File: src/rtl/dac_spi_rx.sv
// rtl/dac_spi_rx.sv - loopback receiver for the dual-DAC SPI bus
// Rebuilds per-channel bytes and the 4-channel word, flags sticky protocol errors.
module dac_spi_rx (
  input  logic        i_clk,
  input  logic        i_rst,
  input  logic        i_ClkDac,
  input  logic [1:0]  i_CsDac,
  input  logic        i_dataDac,
  input  logic        i_err_clr,
  output logic [31:0] o_ch_data,
  output logic [3:0]  o_ch_valid,
  output logic [31:0] o_word,
  output logic        o_word_valid,
  output logic [3:0]  o_err,
  output logic        o_busy
);

  typedef enum logic [1:0] {IDLE, SHIFT, CHECK, COLLIDE} state_t;

  state_t      state, state_nx;
  logic [1:0]  sclk_sync;
  logic        sclk_q;
  logic [1:0]  cs_m, cs_s, cs_q;
  logic [1:0]  dat_sync;
  logic        pair_a;
  logic [15:0] sr;
  logic [4:0]  bit_cnt;
  logic [3:0]  mask;

  logic        sclk_rise;
  logic [1:0]  cs_fall, cs_rise;
  logic        act_rise, other_fall;
  logic        len_ok, ctrl_ok, fill_ok;
  logic [1:0]  ch;
  logic        start, shift_en, commit;
  logic [3:0]  err_set;

  // CS synchronizers reset to "asserted" so a CS already low at reset release
  // produces no falling edge and is ignored until it cycles high again.
  always_ff @(posedge i_clk or posedge i_rst) begin
    if (i_rst) begin
      sclk_sync <= 2'b00;
      sclk_q    <= 1'b0;
      cs_m      <= 2'b00;
      cs_s      <= 2'b00;
      cs_q      <= 2'b00;
      dat_sync  <= 2'b00;
    end else begin
      sclk_sync <= {sclk_sync[0], i_ClkDac};
      sclk_q    <= sclk_sync[1];
      cs_m      <= i_CsDac;
      cs_s      <= cs_m;
      cs_q      <= cs_s;
      dat_sync  <= {dat_sync[0], i_dataDac};
    end
  end

  assign sclk_rise  = sclk_sync[1] & ~sclk_q;
  assign cs_fall    = ~cs_s & cs_q;
  assign cs_rise    = cs_s & ~cs_q;
  assign act_rise   = pair_a ? cs_rise[1] : cs_rise[0];
  assign other_fall = pair_a ? cs_fall[0] : cs_fall[1];

  assign len_ok  = (bit_cnt == 5'd16);
  assign ctrl_ok = (sr[15:12] == 4'b0111) || (sr[15:12] == 4'b1111);
  assign fill_ok = (sr[3:0] == 4'b0011);
  assign ch      = {~pair_a, sr[15]};

  always_ff @(posedge i_clk or posedge i_rst) begin
    if (i_rst) state <= IDLE;
    else       state <= state_nx;
  end

  always_comb begin
    state_nx = state;
    start    = 1'b0;
    shift_en = 1'b0;
    commit   = 1'b0;
    err_set  = 4'b0000;
    case (state)
      IDLE: begin
        if (cs_fall == 2'b01 || cs_fall == 2'b10) begin
          start    = 1'b1;
          state_nx = SHIFT;
        end
      end
      SHIFT: begin
        shift_en = sclk_rise;
        if (other_fall) begin
          err_set[1] = 1'b1;
          state_nx   = COLLIDE;
        end else if (act_rise) begin
          state_nx = CHECK;
        end
      end
      CHECK: begin
        // Nibble checks are meaningless on a misaligned frame, so only length is reported then.
        if (!len_ok) begin
          err_set[0] = 1'b1;
        end else begin
          err_set[2] = ~ctrl_ok;
          err_set[3] = ~fill_ok;
        end
        commit   = len_ok & ctrl_ok & fill_ok;
        state_nx = IDLE;
      end
      COLLIDE: begin
        if (cs_s == 2'b11) state_nx = IDLE;
      end
      default: state_nx = IDLE;
    endcase
  end

  always_ff @(posedge i_clk or posedge i_rst) begin
    if (i_rst) begin
      pair_a       <= 1'b0;
      sr           <= 16'h0000;
      bit_cnt      <= 5'd0;
      mask         <= 4'b0000;
      o_ch_data    <= 32'h0;
      o_ch_valid   <= 4'b0000;
      o_word       <= 32'h0;
      o_word_valid <= 1'b0;
      o_err        <= 4'b0000;
    end else begin
      o_ch_valid   <= 4'b0000;
      o_word_valid <= 1'b0;
      o_err        <= (i_err_clr ? 4'b0000 : o_err) | err_set;
      if (start) begin
        pair_a  <= cs_fall[1];
        sr      <= 16'h0000;
        bit_cnt <= 5'd0;
      end else if (shift_en) begin
        sr <= {sr[14:0], dat_sync[1]};
        if (bit_cnt != 5'd31) bit_cnt <= bit_cnt + 5'd1;
      end
      if (commit) begin
        o_ch_data[{ch, 3'b000} +: 8] <= sr[11:4];
        o_ch_valid[ch]               <= 1'b1;
        // ch3 closes a set: publish the word only if ch0..ch2 arrived since the last close.
        if (ch == 2'd3) begin
          mask <= 4'b0000;
          if (mask[2:0] == 3'b111) begin
            o_word       <= {sr[11:4], o_ch_data[23:0]};
            o_word_valid <= 1'b1;
          end
        end else begin
          mask[ch] <= 1'b1;
        end
      end
    end
  end

  assign o_busy = (state == SHIFT);

endmodule

File: config.mk
export PLATFORM = sky130hd
export DESIGN_NAME = dac_spi_rx
export DESIGN_NICKNAME = d
export VERILOG_FILES = /design/src/rtl/dac_spi_rx.sv
export SDC_FILE = /design/constraint.sdc
export NUM_CORES = 1
export LEC_CHECK = 0
export BUFFER_PORTS_ARGS = -buffer_cell sky130_fd_sc_hd__buf_2
export CAP_MARGIN = 20
export CORE_UTILIZATION = 50
export DETAILED_ROUTE_END_ITERATION = 7
export HOLD_SLACK_MARGIN = 0.12
export PLACE_DENSITY = 0.73
export SYNTH_ARGS = -nofsm -noshare
export SYNTH_HDL_FRONTEND = slang
export SYNTH_SLANG_ARGS = --single-unit
File: constraint.sdc
create_clock -name i_clk -period 5.4 [get_ports i_clk]
set_input_delay 1.08 -clock i_clk [delete_from_list [all_inputs] [get_ports i_clk]]
set_output_delay 1.08 -clock i_clk [all_outputs]
set_load 0.01 [all_outputs]
==> reports/qor.txt, run 1 <==
status: complete, but fails checks
failing checks: DRC
detailed placer's ending HPWL: 6208 microns
Async SR Flop Fraction: 100.0%
WHS Endpoint: dat_sync[1]
GRT overflow: 0
CP endpoint kind: flip-flop
commonest cells after routing, fill and taps aside: dfrtp_1, buf_2, nand2_1
clk buf depth: 2
Reg2Reg Depth: 6
fin cells: 561
Seq cells post-synth: 111
VDD IR-drop max: 0.0001555 V
Synth Cell Area: 4599 sq um
ys flop type: dfrtp_1
endpoints failing setup: 0
Yosys cell types: 40
Mean Syn Cell Area: 12.30 sq um
sequential share of the synthesized area: 60.39%
Slew Viols, Final: 0
CTS tree: yes
fin util: 59.95%
drt via density: 5.556
fillers: 703
CTS root buffer: clkbuf_8
Gate Count Post-Synth: 374
Worst setup SP type: flip-flop
CP Max Fanout: 32
Setup WS post-layout: 2.826 ns
pre-CTS setup slack: 2.834 ns
max_cap viols: 0
floorplan core area: 8806 sq um
cts hold-fix bufs: 0
Yosys Warn Count: 0
Hold/Removal Path Class: reg2reg
reg2reg end: o_word[9]
Setup TNS Final: 0 ns
H-tree depth: 3
vias in the first global route: 2974
DP Cell Count: 544
CP Class: reg2reg
Req. time, crit path: 5.66 ns
Reg area: 2778 sq um
residual DRC count: 7
multi-input logic area: 1643 sq um
Clock Latency Late Sink: 0.38 ns
CTS Buf Count: 9
Final Hold Viols: 0
P&R area growth vs syn: 14.77%
arrival time worst endpoint: 2.84 ns
num rows: 34
overall routed net length: 9129 microns
Leak: 2.845 nW
commonest non-fill, non-tap cell in the layout: dfrtp_1
drt initial violations: 137
wire per inst: 16.27 microns
Diodes inserted: 0
die area: 9586 sq um
Worst Skew: 0.008825 ns
EDFF count, synth: 0
# Post-CTS Setup Buffers: 0
Starting Density: 52.23%
DIE WIDTH: 97.91 microns
# IOs: 81
HP Start: dat_sync[0]
RR Startpoint: pair_a
# clock sinks: 111
Die Span Y: 97.91 microns
1st-pass router iterations: 8
Mapped Nets: 389
post-route minimum period: 2.574 ns
flop2flop setup slack: 2.83 ns
overall power: 1.678 mW
fmax: 0.3885 GHz
Max-Slew Margin vs Limit: 38.05%
RSZ-0062 raised after global routing: false
port bufs: 80
initial antenna violation count: 0
post-CTS sizing: 0
P per Cell Area: 317.9 nW/um^2
Final Wtd Congestion: 0.8197
pin count of the biggest net entering global routing: 79
final net count: 463
share of cells above drive strength 1: 36.42%
hold path depth: 0
GRT Util Overall: 20.30%
Antenna Violating Nets Remaining: 0
Worst Tran Pin Value: 0.9293 ns
period utilization: 47.66%
via count: 3117
first-pass GRT wire length: 15080 microns
Clock transition at path regs: 0.10 ns
==> area by class of cell <==
type                       instances  area share (%)
sequential                       111           52.62
multi-input combinational        230           31.12
timing repair buffer              83           8.391
clock buffer                      10           2.607
tap                              108           2.560
clock inverter                     6           1.730
inverter                          13          0.9718
==> cells in the mapped netlist, types with 4 or more instances <==
library cell | number | share of area (%)
a21bo_2 | 23 | 5.0
ha_1 | 8 | 2.2
nand2_1 | 54 | 4.4
mux2_2 | 32 | 7.8
nand3_1 | 11 | 1.2
inv_1 | 13 | 1.1
xnor2_1 | 4 | 0.76
clkbuf_1 | 4 | 0.33
a21oi_1 | 21 | 2.3
dfrtp_1 | 111 | 60
nor3_1 | 4 | 0.44
nand4_1 | 25 | 3.4
nor2_1 | 7 | 0.57
nor2b_1 | 4 | 0.54
buf_2 | 7 | 0.76
buf_6 | 5 | 1.2
==> per-layer routing <==
| metal | vias to the layer above | GRT usage (%) | part of all wire, % |
|---|---|---|---|
| li1 | 1459 | - | - |
| met1 | 1545 | 26.28 | 43 |
| met2 | 95 | 32.88 | 49 |
| met3 | 18 | 5.440 | 6.0 |
| met4 | 0 | 7.576 | 2.1 |
| met5 | - | 0 | 0 |
==> worst max-delay path by stage <==
stage | from | to | slack (ns)
finish | pair_a | o_word[9] | 2.83
global route | pair_a | o_word[15] | 2.63
CTS | pair_a | o_word[9] | 2.81
detailed placement | pair_a | o_word[6] | 2.83
global placement | pair_a | o_word[28] | 2.93
floorplan | i_rst | asynchronous set/reset pin | 1.39
==> metrics by stage <==
| step | hold WS (ns) | instance area [sq um] |
|---|---|---|
| floorplan | 0.3312 | 4599 |
| detailed placement | 0.3371 | 5022 |
| global route | 0.3678 | 5279 |
| global placement | 0.3330 | 5022 |
| CTS | 0.3596 | 5251 |
| finish | 0.3562 | 5279 |
==> cells by family after synthesis <==
group | count (synthesis) | synth area share [%]
simple gates | 127 | 15.12
flops | 111 | 60.39
compound gates | 57 | 9.358
mux | 34 | 8.297
buf+inv | 33 | 3.890
fa+ha+maj | 8 | 2.176
xor+xnor | 4 | 0.7616
==> state kept, by name, summed over array words and instances (netlist names), named ones only <==
register,flops
mask,1
cs_s,2
sclk_q,1
cs_q,2
o_word,32
cs_m,2
sclk_sync,2
o_err,4
dat_sync,2
o_word_valid,1
o_ch_data,32
state,2
pair_a,1
sr,16
bit_cnt,5
o_ch_valid,4
==> power breakdown <==
group / leakage (nW) / internal [mW] / switching, mW / total [mW]
sequential: 1.52 / 0.863 / 0.0451 / 0.908
clock: 0.117 / 0.277 / 0.279 / 0.556
combinational: 1.21 / 0.0726 / 0.141 / 0.213
total: 2.85 / 1.21 / 0.465 / 1.68
==> critical path: stages, from the launching register on <==
cell and delay, ns:
dfrtp_1 0.49, inv_1 0.21, ha_1 0.17, and3b_2 0.21, nand4_4 0.19, nor2_4 0.77, mux2_2 0.42
Note: power is estimated with default switching activity, not from simulation.
==> run 2, diff against run 1 <==
--- a/config.mk
+++ b/config.mk
@@ -10,7 +10,7 @@
 export CORE_UTILIZATION = 50
 export DETAILED_ROUTE_END_ITERATION = 7
 export HOLD_SLACK_MARGIN = 0.12
-export PLACE_DENSITY = 0.73
+export PLACE_DENSITY = 0.75
 export SYNTH_ARGS = -nofsm -noshare
 export SYNTH_HDL_FRONTEND = slang
 export SYNTH_SLANG_ARGS = --single-unit
==> constraint.sdc (replaced) <==
create_clock -name i_clk -period 2.2 [get_ports i_clk]
set_input_delay 0.44 -clock i_clk [delete_from_list [all_inputs] [get_ports i_clk]]
set_output_delay 0.44 -clock i_clk [all_outputs]
set_load 0.01 [all_outputs]
==> reports/qor.txt, run 2 (synthesized netlist as in run 1, its figures left out) <==
wire per inst: 16.39 microns
fin util: 61.04%
VDD IR-drop max: 0.0003442 V
max incr delay on CP: 0.42 ns
port bufs: 80
CP Class: reg2reg
first-pass GRT wire length: 15770 microns
Req. time, crit path: 2.46 ns
Hold/Removal Path Class: in2async
cts hold-fix bufs: 0
power share of the clock group: 33.3%
Clock Latency Late Sink: 0.37 ns
top flop regs: o_ch_data x32, o_word x32, sr x16
DIE WIDTH: 97.91 microns
post-CTS sizing: 0
Slew Viols, Final: 0
fmax: 0.4996 GHz
residual DRC count: 8
P&R area growth vs syn: 16.87%
P per Cell Area: 778.6 nW/um^2
CTS root buffer: clkbuf_8
Net Sw Frac: 26.22%
Worst Skew: 0.008334 ns
drt initial violations: 124
overall routed net length: 9324 microns
Slowest cell on crit path: dfrtp_1
GRT Util Overall: 21.12%
Final Wtd Congestion: 0.7493
NetSw: 1.097 mW
endpoints failing setup: 0
max_cap viols: 0
via count: 3120
arrival time worst endpoint: 2.26 ns
die area: 9586 sq um
num rows: 34
GRT overflow: 0
period utilization: 90.98%
Antenna Violating Nets Remaining: 0
clk buf depth: 2
pin count of the biggest net entering global routing: 44
Starting Density: 52.23%
final hold slack: 0.1554 ns
commonest cells after routing, fill and taps aside: dfrtp_1, buf_2, nand2_1
Worst Tran Pin Value: 0.6762 ns
fin cells: 569
# IOs: 81
CP Cell Sequence: inv_1, ha_1, and4bb_2, nand4_4, nor2_4, buf_12, mux2_2
1st-pass router iterations: 6
Clock transition at path regs: 0.09 ns
# Post-CTS Setup Buffers: 0
Leak: 2.891 nW
final net count: 472
floorplan core area: 8806 sq um
Reg power frac: 52.5%
CP Max Fanout: 32
CTS tree: yes
Die Span Y: 97.91 microns
Comb power frac: 14.2%
Worst setup SP type: flip-flop
RSZ-0062 raised after global routing: false
drt via density: 5.483
Max-Slew Margin vs Limit: 54.82%
share of cells above drive strength 1: 37.09%
Diodes inserted: 0
status: complete, but fails checks
Final Hold Viols: 0
detailed placer's ending HPWL: 6454 microns
DP Cell Count: 554
H-tree depth: 3
CTS Buf Count: 9
failing checks: DRC
internal power: 3.088 mW
Setup TNS Final: 0 ns
CP endpoint kind: flip-flop
initial antenna violation count: 0
vias in the first global route: 3149
# clock sinks: 111
post-route minimum period: 2.002 ns
commonest non-fill, non-tap cell in the layout: dfrtp_1
==> run 2: cell types whose count changed in the layout (fill, tap and decap cells not counted), sizes merged <==
cell | previous run | this run
buf | 83 | 92
bufinv | 2 | 3
clkbuf | 10 | 11
clkinv | 2 | 1
clkinvlp | 0 | 1
inv | 15 | 12
==> run 2: worst paths after layout <==
kind | slack [ns] | cells past startpoint | from | endpoint
max reg2reg | 0.20 | 7 | bit_cnt[0] | o_word[29]
min reg2reg | 0.35 | 0 | sclk_sync[0] | sclk_sync[1]
max | 0.20 | 7 | bit_cnt[0] | o_word[29]
max in group asynchronous | 1.42 | 3 | i_rst | sr[6]
min | 0.16 | 2 | i_rst | o_word[6]
min in group i_clk | 0.17 | 1 | i_ClkDac | sclk_sync[0]
==> run 2: cell type report <==
class,instances,area (sq um)
clock buffers,11,131.4
inverters,13,52.55
well taps,108,135.1
repair buffers,92,540.5
fillers,725,3431
clock inverters,4,95.09
flip-flops and latches,111,2778
multi-input cells,230,1643
==> run 2: per-stage QoR <==
step | instance area, sq um | total power, mW | setup slack (ns)
2_1_floorplan | 4603 | 2.669 | 0.2881
3_3_place_gp | 5149 | 2.821 | 0.2653
3_5_place_dp | 5149 | 2.835 | 0.1855
4_1_cts | 5375 | 4.229 | 0.1791
5_1_grt | 5375 | 4.374 | 0.07286
6_report | 5375 | 4.185 | 0.1984
==> run 2: power groups by stage <==
| stage | Clock, mW | Sequential [mW] | Combinational, mW |
|---|---|---|---|
| finish | 1.39 | 2.20 | 0.592 |
| global route | 1.49 | 2.21 | 0.671 |
| CTS | 1.43 | 2.20 | 0.598 |
| detailed placement | 0 | 2.24 | 0.595 |
| global placement | 0 | 2.24 | 0.585 |
| floorplan | 0 | 2.22 | 0.452 |
==> run 2: metal layers <==
layer	GRT usage [%]	part of all wire (%)
met1	28.43	46
met2	33.80	48
met3	3.436	4.5
met4	9.790	1.7
met5	0	0
==> run 2: critical path: cells and delay by family, from the launching register on <==
| kind | cells | cell delay [ns] |
|---|---|---|
| multiplexers | 1 | 0.36 |
| flip-flops | 1 | 0.42 |
| adder cells (fa/ha/maj) | 1 | 0.14 |
| AND/OR/NAND/NOR | 3 | 0.67 |
| buffers and inverters | 2 | 0.29 |
